### src/rtl/enemy_sprite_gen.sv
// enemy_sprite_gen
//   Enemy sprite pixel stage. Drives the sprite RAM read address from the
//   scan position relative to the enemy's top-left corner. Takes the
//   registered RAM data one cycle later, treats KEY_COLOR as transparent,
//   and overlays the result on the incoming video. Also owns the enemy
//   position, with a left/right patrol FSM stepped once per frame.
//
// Ports
//   clk, reset          clock, synchronous active-high reset
//   x, y                current scan column / row
//   frame_tick          one-cycle pulse at frame start
//   move_en             patrol enable
//   pos_wr, pos_x/y     direct position load (priority over frame_tick)
//   ram_addr, ram_dout  sprite RAM read port (data valid one cycle after addr)
//   vin_rgb, vout_rgb   video in / composited video out (2-cycle latency)
//   sprite_on           vout_rgb carries an opaque sprite pixel
//   enemy_x, enemy_y    current top-left position
//   dir_left            patrol currently moving left
module enemy_sprite_gen #(
    parameter int          CD        = 12,
    parameter int          ADDR      = 12,
    parameter logic [CD-1:0] KEY_COLOR = 12'hF0F,
    parameter int          H_SIZE    = 640,
    parameter int          SPEED     = 1
) (
    input  logic            clk,
    input  logic            reset,
    input  logic [10:0]     x,
    input  logic [10:0]     y,
    input  logic            frame_tick,
    input  logic            move_en,
    input  logic            pos_wr,
    input  logic [10:0]     pos_x,
    input  logic [10:0]     pos_y,
    output logic [ADDR-1:0] ram_addr,
    input  logic [CD-1:0]   ram_dout,
    input  logic [CD-1:0]   vin_rgb,
    output logic [CD-1:0]   vout_rgb,
    output logic            sprite_on,
    output logic [10:0]     enemy_x,
    output logic [10:0]     enemy_y,
    output logic            dir_left
);

    localparam int HALF = ADDR / 2;
    localparam int W    = 2 ** HALF;

    typedef enum logic {RIGHT = 1'b0, LEFT = 1'b1} state_t;

    state_t      state, state_nxt;
    logic [10:0] ex_nxt, ey_nxt;

    // ---------------- hit test / address ----------------
    // 12-bit compare so enemy_x + W - 1 cannot wrap.
    logic [11:0]     x12, y12, ex12, ey12;
    logic            hit;
    logic [HALF-1:0] dx, dy;

    assign x12  = {1'b0, x};
    assign y12  = {1'b0, y};
    assign ex12 = {1'b0, enemy_x};
    assign ey12 = {1'b0, enemy_y};

    assign hit = (x12 >= ex12) && (x12 <= ex12 + 12'(W - 1)) &&
                 (y12 >= ey12) && (y12 <= ey12 + 12'(W - 1));

    // Only the low bits of the offset matter once hit is known.
    assign dx = x[HALF-1:0] - enemy_x[HALF-1:0];
    assign dy = y[HALF-1:0] - enemy_y[HALF-1:0];

    assign ram_addr = hit ? {dy, dx} : '0;

    // ---------------- render pipeline ----------------
    // Stage 1 lines hit/video up with the RAM's registered read.
    logic          hit_d1;
    logic [CD-1:0] vin_rgb_d1;

    always_ff @(posedge clk) begin
        if (reset) begin
            hit_d1     <= 1'b0;
            vin_rgb_d1 <= '0;
            vout_rgb   <= '0;
            sprite_on  <= 1'b0;
        end else begin
            hit_d1     <= hit;
            vin_rgb_d1 <= vin_rgb;
            if (hit_d1 && (ram_dout != KEY_COLOR)) begin
                vout_rgb  <= ram_dout;
                sprite_on <= 1'b1;
            end else begin
                vout_rgb  <= vin_rgb_d1;
                sprite_on <= 1'b0;
            end
        end
    end

    // ---------------- patrol FSM ----------------
    logic right_over, left_under;

    assign right_over = (ex12 + 12'(W) + 12'(SPEED)) > 12'(H_SIZE);
    assign left_under = ex12 < 12'(SPEED);

    always_ff @(posedge clk) begin
        if (reset) begin
            state   <= RIGHT;
            enemy_x <= '0;
            enemy_y <= '0;
        end else begin
            state   <= state_nxt;
            enemy_x <= ex_nxt;
            enemy_y <= ey_nxt;
        end
    end

    always_comb begin
        state_nxt = state;
        ex_nxt    = enemy_x;
        ey_nxt    = enemy_y;
        if (pos_wr) begin
            // Load wins; a coincident frame tick is dropped.
            ex_nxt = pos_x;
            ey_nxt = pos_y;
        end else if (frame_tick && move_en) begin
            case (state)
                RIGHT: begin
                    if (right_over) begin
                        ex_nxt    = 11'(H_SIZE - W);
                        state_nxt = LEFT;
                    end else begin
                        ex_nxt = enemy_x + 11'(SPEED);
                    end
                end
                LEFT: begin
                    if (left_under) begin
                        ex_nxt    = '0;
                        state_nxt = RIGHT;
                    end else begin
                        ex_nxt = enemy_x - 11'(SPEED);
                    end
                end
                default: state_nxt = RIGHT;
            endcase
        end
    end

    always_comb begin
        dir_left = (state == LEFT);
    end

endmodule

### config.mk
export PLATFORM = sky130hd
export DESIGN_NAME = enemy_sprite_gen
export DESIGN_NICKNAME = d
export VERILOG_FILES = /design/src/rtl/enemy_sprite_gen.sv
export SDC_FILE = /design/constraint.sdc
export NUM_CORES = 1
export LEC_CHECK = 0
export BUFFER_PORTS_ARGS = -buffer_cell sky130_fd_sc_hd__buf_2
export CORE_UTILIZATION = 54
export CTS_BUF_LIST = sky130_fd_sc_hd__clkbuf_2
export DETAILED_ROUTE_END_ITERATION = 10
export PLACE_DENSITY = 0.83
export SYNTH_ARGS = -nofsm -noshare
export SYNTH_HDL_FRONTEND = slang
export SYNTH_SLANG_ARGS = --single-unit
### constraint.sdc
create_clock -name clk -period 4.69 [get_ports clk]
set_input_delay 0.938 -clock clk [delete_from_list [all_inputs] [get_ports clk]]
set_output_delay 0.938 -clock clk [all_outputs]
set_load 0.005 [all_outputs]
==> metrics.md <==
| Metric | Value |
|---|---|
| Status | finished clean |
| CTS tree | yes |
| Final hold violation count | 0 |
| Fmax | 224 MHz |
| Cell area power density | 231 nW/um2 |
| Fill count | 649 |
| P_leak | 2.23 nW |
| Die area | 7850 um2 |
| Critical path class | flip-flop to output pin |
| Primary FF master, synth | dfxtp_1 |
| Gate power share | 0.399 |
| Global-route wire length before repair | 17,400 um |
| Hold crit path type | flip-flop to flip-flop |
| Total Routing Usage GR | 0.282 |
| Hpwl dp | 8680 um |
| DRT Wirelength | 11,200 um |
| Cells after Synth | 481 |
| Clock slew at reported path FFs | 280 ps |
| Relative slew slack | 0.346 |
| Setup crit start kind | flip-flop |
| YS warnings | 0 |
| Finish-stage setup viols | 0 |
| Final Skew | 25.4 ps |
| Synth-to-Final Area Change | 18.1% |
| Initial antenna violation count | 0 |
| Critical Path End Type | output pin |
| Mean post-synth cell area | 8.42 um2 |
| Placed insts | 683 |
| Clock Sinks | 49 |
| Worst Path Required | 3750 ps |
| Mapped Area | 4050 um2 |
| DIE WIDTH | 88.6 um |
| Most common cell in the netlist | nor2_1 |
| Placer Congestion | 1.04 |
| Post-layout util | 0.659 |
| # diodes | 0 |
| Core Box Area | 7250 um2 |
| Max-slew violation count | 0 |
| Netlist cell types | 68 |
| Sw Pwr | 0.000426 W |
| Final #Nets | 718 |
| Yosys reg bits | 49 |
| Synth top area share | 0.242 |
| Fin cells | 695 |
| Syn nets | 604 |
| Initial Util | 0.559 |
| Io pins | 121 |
| Vias in the first global route | 3,832 |
| Worst-skew pair later-pin latency | 440 ps |
| Post-synth EDFFs | 0 |
| CP Max Fanout | 13 |
| Internal power | 0.000681 W |
| Post-synth top area cell | dfxtp_1 |
| FP Rows | 31 |
| Commonest cells post-synth | nor2_1, dfxtp_1, ha_1, inv_1, a21oi_1 |
| Die H | 88.6 um |
| Sequential-to-total area share from yosys stat | 0.242 |
| Net Sw Frac | 0.385 |
| Wire per inst | 16.1 um |
| Largest net degree at the start of global routing | 52 |
| Tot Pwr | 0.00111 W |
| Ys async rst share | 0 |
| Post-route setup slack | 235 ps |
| Tmin final | 4450 ps |
| Clock buffer depth | 2 |
| Fin crit share | 0.950 |
| CP arrival | 3520 ps |
| Count of input and output buffers | 120 |
| Dpl ws | 257 ps |
| Max-capacitance violation count | 0 |
| Largest cells by area after synthesis | dfxtp_1, ha_1, mux2i_1, xnor2_1, nor2_1 |
| CTS root buf | clkbuf_2 |
| Vias per inst | 5.82 |
| Actual slew at the worst max-slew pin | 981 ps |
| Total grt overflow | 0 |
| CTS HTree Levels | 2 |
| Flop pwr share | 0.428 |
| Clock network fraction of design power | 0.173 |
| DRT antenna net count | 0 |
| Hold_buf cts | 0 |
| DR pass1 iterations | 5 |
| Iter 0 DRT Violations | 215 |
| Worst IR Drop VDD | 187 uV |
| Total CTS buffers | 5 |
| DRC viols | 0 |
| Worst hold slack | 449 ps |
| Share of cells above drive strength 1 | 0.284 |
| Via count | 4,048 |
[cells by family after synthesis]
| kind of cell | Yosys count | synth area share |
|---|---|---|
| buf+inv | 57 | 0.0723 |
| flops | 49 | 0.242 |
| xor+xnor | 28 | 0.0605 |
| fa+ha+maj | 50 | 0.158 |
| mux | 21 | 0.0519 |
| simple gates | 165 | 0.215 |
| compound gates | 111 | 0.200 |
[registers in the layout, summed over array words and instances, names as in the netlist]
signal      flops
hit_d1          1
enemy_x        11
enemy_y        11
vout_rgb       12
dir_left        1
sprite_on       1
vin_rgb_d1     12
[worst max-delay path, stage by stage (launching register included)]
cell and delay (ps):
dfxtp_2 480, nor4_4 400, nand2_2 150, nand2_1 140, xnor2_1 130, ha_1 280, a211oi_1 240, nand2_1 110
a21oi_1 150, a211oi_1 100, o21ai_2 270, o2111ai_4 230, and3b_1 290, buf_2 110
[final timing paths]
path / from / end / slack, ps / cells after the start
max: enemy_x[3] / ram_addr[11] / 240 / 13
min: vin_rgb_d1[4] / vout_rgb[4] / 450 / 2
max reg2reg: enemy_x[3] / hit_d1 / 1560 / 13
min reg2reg: vin_rgb_d1[4] / vout_rgb[4] / 450 / 2
[timing repair]
item | CTS | global route
pin swaps | 0 | 2
buffers inserted | 0 | 3
resized for setup | 4 | 6
hold endpoints to repair | 0 | 0
gates cloned | 0 | 1
endpoints found under the setup margin | 12 | 12
[area by class of cell]
| type | instances | area (um2) | area share |
|---|---|---|---|
| Clock inverter | 3 | 26.3 | 0.00549 |
| Timing Repair Buffer | 129 | 668 | 0.140 |
| Clock buffer | 5 | 25.0 | 0.00523 |
| Sequential cell | 49 | 985 | 0.206 |
| Multi-Input combinational cell | 376 | 2830 | 0.591 |
| Tap cell | 99 | 124 | 0.0259 |
| Inverter | 34 | 128 | 0.0267 |
[through the flow]
stage / setup TNS (ps) / area [um2]
floorplan: 0 / 4050
global placement: 0 / 4660
detailed placement: 0 / 4660
CTS: 0 / 4730
global route: -15.3 / 4780
finish: 0 / 4780
[per-layer routing]
metal,up-vias,global-route usage,part of all wire
met5,-,0,0
met4,0,0.104,0.027
met3,30,0.0448,0.070
met2,204,0.477,0.48
met1,1851,0.361,0.43
li1,1963,-,-
[cells in the final DEF, fill, tap and decap left out, types with 3 or more instances in the layout]
cell and n:
nor2b_1 21, nand4_1 14, dfxtp_2 3, a2111oi_0 3, nand3b_1 3, xnor2_1 24
inv_1 33, clkbuf_2 5, a211oi_1 5, a211o_1 4, nand2_1 29, nor2_1 52
o21ai_0 16, ha_1 48, a2111oi_2 4, buf_2 120, a22oi_1 5, o2111ai_1 3
xor2_1 4, a21oi_1 30, nor3_1 9, a21o_1 8, mux2i_1 21, dfxtp_1 46
and2_1 3, nand3_1 9, o21a_1 6, buf_4 9
[power groups by stage]
stage / clock network, W / logic (W) / registers (W)
after detailed placement: 0 / 0.000417 / 0.000479
after global routing: 0.000216 / 0.000490 / 0.000478
final: 0.000192 / 0.000441 / 0.000473
after global placement: 0 / 0.000405 / 0.000478
after CTS: 0.000197 / 0.000423 / 0.000472
after floorplan: 0 / 0.000301 / 0.000470
No activity file was read; power rests on OpenSTA's default activity.
